--- src/rtl/seg_scan_pkg.sv ---
// Shared types and helpers for the seven-segment scan controller.
package seg_scan_pkg;

    localparam int DIGIT_W    = 4;
    localparam int MAX_DIGITS = 8;

    localparam logic [1:0] ST_IDLE   = 2'd0;
    localparam logic [1:0] ST_ACTIVE = 2'd1;
    localparam logic [1:0] ST_BLANK  = 2'd2;

    typedef enum logic [1:0] {
        IDLE   = ST_IDLE,
        ACTIVE = ST_ACTIVE,
        BLANK  = ST_BLANK
    } state_t;

    function automatic logic [MAX_DIGITS-1:0] onehot(input logic [2:0] idx);
        logic [MAX_DIGITS-1:0] v;
        v      = '0;
        v[idx] = 1'b1;
        return v;
    endfunction

endpackage

--- src/rtl/seg_scan_timer.sv ---
// Loadable down-counter; tc is high while the count sits at zero.
module seg_scan_timer
    import seg_scan_pkg::*;
#(
    parameter int WIDTH = 8
) (
    input  logic             clk,
    input  logic             rst,
    input  logic             load,
    input  logic [WIDTH-1:0] load_value,
    output logic             tc
);

    logic [WIDTH-1:0] count;

    // Holds at zero instead of wrapping; only a reload restarts it.
    always_ff @(posedge clk or posedge rst) begin
        if (rst) begin
            count <= '0;
        end else if (load) begin
            count <= load_value;
        end else if (count != '0) begin
            count <= count - 1'b1;
        end
    end

    assign tc = (count == '0);

endmodule

--- src/rtl/seg_scan_ctrl.sv ---
// Time-multiplexed seven-segment scan controller with double-buffered digits.
// Optional: define SEG_SCAN_LEADING_ZERO_BLANK_EN to suppress leading-zero digits.
module seg_scan_ctrl
    import seg_scan_pkg::*;
#(
    parameter int NUM_DIGITS   = 4,
    parameter int TICK_DIV     = 10000,
    parameter int BLANK_CYCLES = 16
) (
    input  logic                          clk,
    input  logic                          rst,
    input  logic                          enable,
    input  logic [DIGIT_W*NUM_DIGITS-1:0] digits_in,
    input  logic [NUM_DIGITS-1:0]         dp_in,
    input  logic                          load,
    output logic [DIGIT_W-1:0]            digit_code,
    output logic                          dp_out,
    output logic [NUM_DIGITS-1:0]         digit_sel,
    output logic                          scan_done
);
    // state  | meaning
    // IDLE   | display off, waiting for enable
    // ACTIVE | digit idx driven for TICK_DIV cycles
    // BLANK  | all digits off for BLANK_CYCLES cycles (ghosting gap)

    localparam int MAX_CNT = (TICK_DIV > BLANK_CYCLES) ? TICK_DIV : BLANK_CYCLES;
    localparam int TW      = $clog2(MAX_CNT + 1);
    localparam int IW      = $clog2(NUM_DIGITS);
    localparam int DW      = DIGIT_W * NUM_DIGITS;

    localparam logic [TW-1:0] ACTIVE_LOAD = TW'(TICK_DIV - 1);
    localparam logic [TW-1:0] BLANK_LOAD  = TW'((BLANK_CYCLES > 0) ? BLANK_CYCLES - 1 : 0);
    localparam logic [IW-1:0] LAST_IDX    = IW'(NUM_DIGITS - 1);

    state_t                state, state_nxt;
    logic [IW-1:0]         idx, idx_nxt;
    logic [DW-1:0]         pend_digits, act_digits, act_digits_nxt;
    logic [NUM_DIGITS-1:0] pend_dp, act_dp, act_dp_nxt;
    logic                  pend_valid;
    logic                  swap, advance, frame_end;
    logic                  tmr_load, tmr_tc;
    logic [TW-1:0]         tmr_value;
    logic [NUM_DIGITS-1:0] lz_mask;
    logic [NUM_DIGITS-1:0] sel_nxt;
    logic [DIGIT_W-1:0]    code_nxt;
    logic                  dp_nxt;

    seg_scan_timer #(.WIDTH(TW)) u_timer (
        .clk        (clk),
        .rst        (rst),
        .load       (tmr_load),
        .load_value (tmr_value),
        .tc         (tmr_tc)
    );

    always_comb begin
        state_nxt = state;
        idx_nxt   = idx;
        swap      = 1'b0;
        advance   = 1'b0;
        frame_end = 1'b0;
        tmr_load  = 1'b0;
        tmr_value = '0;
        if (!enable) begin
            state_nxt = IDLE;
            idx_nxt   = '0;
            tmr_load  = 1'b1;
        end else begin
            case (state)
                IDLE: begin
                    state_nxt = ACTIVE;
                    idx_nxt   = '0;
                    swap      = 1'b1;
                    tmr_load  = 1'b1;
                    tmr_value = ACTIVE_LOAD;
                end
                ACTIVE: begin
                    if (tmr_tc) begin
                        if (BLANK_CYCLES > 0) begin
                            state_nxt = BLANK;
                            tmr_load  = 1'b1;
                            tmr_value = BLANK_LOAD;
                        end else begin
                            advance = 1'b1;
                        end
                    end
                end
                BLANK: begin
                    if (tmr_tc) advance = 1'b1;
                end
                default: state_nxt = IDLE;
            endcase
            if (advance) begin
                state_nxt = ACTIVE;
                tmr_load  = 1'b1;
                tmr_value = ACTIVE_LOAD;
                if (idx == LAST_IDX) begin
                    idx_nxt   = '0;
                    swap      = 1'b1;
                    frame_end = 1'b1;
                end else begin
                    idx_nxt = idx + 1'b1;
                end
            end
        end
    end

    // The swap consumes the pending value from before this edge; a coincident load lands in pending.
    always_comb begin
        act_digits_nxt = act_digits;
        act_dp_nxt     = act_dp;
        if (swap && pend_valid) begin
            act_digits_nxt = pend_digits;
            act_dp_nxt     = pend_dp;
        end
    end

    always_comb begin
        lz_mask = '0;
`ifdef SEG_SCAN_LEADING_ZERO_BLANK_EN
        begin
            logic zero_above;
            zero_above = 1'b1;
            for (int i = NUM_DIGITS - 1; i >= 1; i--) begin
                zero_above = zero_above && (act_digits_nxt[DIGIT_W*i +: DIGIT_W] == '0);
                lz_mask[i] = zero_above;
            end
        end
`endif
    end

    always_comb begin
        sel_nxt  = '0;
        code_nxt = digit_code;
        dp_nxt   = dp_out;
        case (state_nxt)
            ACTIVE: begin
                code_nxt = act_digits_nxt[DIGIT_W*idx_nxt +: DIGIT_W];
                dp_nxt   = act_dp_nxt[idx_nxt];
                if (!lz_mask[idx_nxt]) sel_nxt = NUM_DIGITS'(onehot(3'(idx_nxt)));
            end
            BLANK: begin
                sel_nxt = '0;
            end
            default: begin
                code_nxt = '0;
                dp_nxt   = 1'b0;
            end
        endcase
    end

    always_ff @(posedge clk or posedge rst) begin
        if (rst) begin
            state       <= IDLE;
            idx         <= '0;
            pend_digits <= '0;
            pend_dp     <= '0;
            pend_valid  <= 1'b0;
            act_digits  <= '0;
            act_dp      <= '0;
            digit_code  <= '0;
            dp_out      <= 1'b0;
            digit_sel   <= '0;
            scan_done   <= 1'b0;
        end else begin
            state      <= state_nxt;
            idx        <= idx_nxt;
            act_digits <= act_digits_nxt;
            act_dp     <= act_dp_nxt;
            if (load) begin
                pend_digits <= digits_in;
                pend_dp     <= dp_in;
                pend_valid  <= 1'b1;
            end else if (swap) begin
                pend_valid <= 1'b0;
            end
            digit_code <= code_nxt;
            dp_out     <= dp_nxt;
            digit_sel  <= sel_nxt;
            scan_done  <= frame_end;
        end
    end

endmodule
--- config.mk ---
export PLATFORM = sky130hd
export DESIGN_NAME = seg_scan_ctrl
export DESIGN_NICKNAME = d
export VERILOG_FILES = /design/src/rtl/seg_scan_pkg.sv /design/src/rtl/seg_scan_timer.sv /design/src/rtl/seg_scan_ctrl.sv
export SDC_FILE = /design/constraint.sdc
export NUM_CORES = 1
export LEC_CHECK = 0
export CAP_MARGIN = 25
export CORE_ASPECT_RATIO = 1.5
export CORE_MARGIN = 4
export CORE_UTILIZATION = 35
export DETAILED_ROUTE_END_ITERATION = 6
export SLEW_MARGIN = 15
export SYNTH_ARGS = -nofsm -noshare
export SYNTH_HDL_FRONTEND = slang
export SYNTH_SLANG_ARGS = --single-unit
--- constraint.sdc ---
create_clock -name clk -period 3.1 [get_ports clk]
set_input_delay 0.465 -clock clk [delete_from_list [all_inputs] [get_ports clk]]
set_output_delay 0.465 -clock clk [all_outputs]
set_load 0.03 [all_outputs]
==> metrics.md <==
| Metric | Value |
|---|---|
| Synthesis-to-layout area growth | `23.9%` |
| Post-synthesis sequential area ratio | `54.5%` |
| Final hold viol count | `0` |
| Post-CTS setup buffers | `0` |
| Clock slew at reported path FFs | `0.06 ns` |
| Root buffer cell | `clkbuf_16` |
| Footprint of the multi-input gates | `1310 sq um` |
| Fill cell count | `834` |
| Fin. max-slew vios | `0` |
| Setup TNS | `0 ns` |
| Arrival time worst endpoint | `3.02 ns` |
| DR pass1 iterations | `4` |
| # diodes | `0` |
| # hold bufs at CTS | `0` |
| Drt total wl | `6790 um` |
| Synthesized area | `3170 sq um` |
| DR vias/cell | `5.21` |
| Vias in the first global route | `2405` |
| Largest area contributor in the netlist | `dfrtp_1` |
| Hold Crit Endpoint | `act_digits[11]` |
| Most frequent cell after synthesis | `dfrtp_1` |
| RSZ-0062 raised after global routing | `no` |
| WHS | `0.493 ns` |
| Fin area | `3920 sq um` |
| Crit path capture type | `register` |
| DP HPWL | `5020 um` |
| Layout cells sized above 1 | `18.9%` |
| Die Span Y | `124 um` |
| Iteration-0 DRC Markers | `115` |
| Int Power | `1820 uW` |
| Cells after synthesis | `276` |
| Sw Share | `25.1%` |
| Clock network power share | `40.7%` |
| Asr flop ratio synth | `100%` |
| Synthesized area per cell | `11.5 sq um` |
| Status | `completed` |
| Skew final | `0.00765 ns` |
| Largest net degree at the start of global routing | `41` |
| EDFF count, synth | `0` |
| Unique masters post-synth | `48` |
| CTS tree | `yes` |
| Cts repair resizes | `0` |
| Area of the core | `8830 sq um` |
| Hold Path Class | `register to register` |
| Startpoint Class | `register` |
| Reg area | `1730 sq um` |
| Clock Path Buffers | `2` |
| Min-delay src | `act_digits[11]` |
| Max frequency | `355 MHz` |
| Reg power frac | `44.2%` |
| Routed vias | `2231` |
| Number of clock sinks | `69` |
| Max VDD drop | `365 uV` |
| Final Cycle Share | `90.9%` |
| Remaining antenna violation count | `0` |
| Final setup fails | `0` |
| Ports | `34` |
| Yosys warnings | `0` |
| Main synth FF type | `dfrtp_1` |
| H-tree depth | `3` |
| Pwr/cell area | `619 nW/um^2` |
| Worst-margin pin slew | `0.923 ns` |
| Cells on Worst Hold Path | `1` |
| Final Net Count | `339` |
| Initial antenna violation count | `0` |
| NetSw | `611 uW` |
| CTS Buf Count | `9` |
| Die Area | `10700 sq um` |
| MaxCap Viol Count | `0` |
| Register-to-Register Setup Slack | `0.28 ns` |
| Post-synth top cells | `dfrtp_1, mux2_2, nand2_1` |
| WP data required | `3.30 ns` |
| Worst r2r path cells | `10` |
| Row count | `42` |
| Drt wl/cell | `15.9 um` |
| RePlAce Congestion | `0.811` |
| Main area contributors after synthesis | `dfrtp_1, mux2_2, a41oi_1` |
| Dpl cell area | `3620 sq um` |
| DRC | `0` |
| Crit path from | `u_timer.count[0]` |
| FF-to-FF End | `digit_code[2]` |
| Worst-skew pair later-pin latency | `0.33 ns` |
| Worst setup path class | `register to register` |
| Post-Syn Nets | `302` |
| First-pass GRT wire length | `11700 um` |
| Combinational share of power | `15.1%` |
| Die X-Extent | `85.7 um` |
| Initial Utilization | `35.9%` |
| Static Leak | `0.00167 uW` |
| CP max FO | `10` |
| Slew margin rel. | `38.3%` |
| Tot GR Track Use | `14.2%` |
| Crit path time final | `2.82 ns` |
| Top cell type's share of synthesized area | `54.5%` |
| Seq cells post-synth | `69` |
| Reg2reg start | `u_timer.count[0]` |
| PortBufs | `33` |
| GRT overflow | `0` |
[final cells by class]
| class | instances | area share, % |
|---|---|---|
| Clock inverter | 2 | 0.383 |
| Clock buffer | 14 | 7.24 |
| Tap cell | 110 | 3.51 |
| Sequential cell | 69 | 44.0 |
| Inverter | 17 | 1.63 |
| Multi-Input combinational cell | 177 | 33.3 |
| Timing Repair Buffer | 39 | 9.89 |
[flip-flops by register name, summed over array words and instances (netlist names)]
name and flops:
act_digits 16, act_dp 4, digit_code 4, digit_sel 4, dp_out 1, idx 2
pend_digits 16, pend_dp 4, pend_valid 1, scan_done 1, state 2, u_timer.count 14
[power by group through the flow]
| stage | sequential [uW] | clock (uW) | combinational, uW |
|---|---|---|---|
| global placement | 1090 | 0 | 365 |
| CTS | 1080 | 1010 | 374 |
| global route | 1090 | 1050 | 413 |
| finish | 1070 | 987 | 367 |
| floorplan | 1080 | 0 | 251 |
| detailed placement | 1090 | 0 | 371 |
[critical path: stages, from the launching register on]
cell      delay (ns)
dfrtp_1         0.40
inv_1           0.07
ha_1            0.23
nor4b_4         0.39
nand4_4         0.23
o21ai_2         0.21
and3_1          0.19
buf_4           0.19
mux2_1          0.38
a221oi_1        0.31
o21ai_1         0.08
[stage by stage]
stage / instances / util, % / worst slack (ns) / total power (uW)
finish: 428 / 44.4 / 0.281 / 2430
CTS: 428 / 44.4 / 0.255 / 2460
global route: 428 / 44.4 / 0.0271 / 2550
global placement: 412 / 41.0 / 0.275 / 1450
detailed placement: 412 / 41.0 / 0.256 / 1460
floorplan: 276 / - / 0.670 / 1330
[layout by cell type, fill, tap and decap left out, types with 3 or more instances in the layout]
| cell | Yosys | layout |
|---|---|---|
| a21oi_1 | 16 | 16 |
| a221oi_1 | 5 | 5 |
| a41oi_1 | 11 | 11 |
| and2_1 | 4 | 4 |
| buf_4 | 3 | 5 |
| clkbuf_16 | 0 | 9 |
| clkbuf_8 | 0 | 4 |
| clkdlybuf4s50_1 | 0 | 33 |
| dfrtp_1 | 69 | 69 |
| inv_1 | 16 | 15 |
| mux2_1 | 4 | 4 |
| mux2_2 | 26 | 26 |
| nand2_1 | 25 | 25 |
| nand2b_1 | 3 | 3 |
| nor2_1 | 19 | 19 |
| nor2b_1 | 3 | 3 |
| nor3_1 | 7 | 7 |
| o21ai_0 | 3 | 3 |
| o21ai_1 | 6 | 6 |
| o22ai_1 | 5 | 5 |
| xnor2_1 | 6 | 6 |
| xor2_1 | 4 | 4 |
[worst max-delay path by stage]
stage / end / slack [ns] / cells after the start
floorplan: digit_code[1] / 0.67 / 10
global placement: digit_code[1] / 0.27 / 8
detailed placement: digit_code[1] / 0.26 / 8
CTS: digit_code[2] / 0.26 / 10
global route: digit_code[1] / 0.03 / 10
finish: digit_code[2] / 0.28 / 10
[per-layer routing]
| layer | up-vias | global-route usage (%) | part of all wire [%] |
|---|---|---|---|
| met5 | - | 0 | 0 |
| met4 | 0 | 8.67 | 3.7 |
| met3 | 14 | 3.77 | 3.9 |
| met2 | 44 | 24.0 | 55 |
| met1 | 1120 | 15.5 | 37 |
| li1 | 1053 | - | - |
[cells by family (layout without fill, tap and decap cells)]
kind of cell    count (synthesis)  in the layout  synth area share [%]
xor+xnor                       10             10                  2.77
buf+inv                        30             72                  4.19
fa+ha+maj                       2              2                 0.790
mux                            31             31                  11.0
flops                          69             69                  54.5
simple gates                   79             79                  14.0
compound gates                 55             55                  12.7
Note: power is estimated with default switching activity, not from simulation.
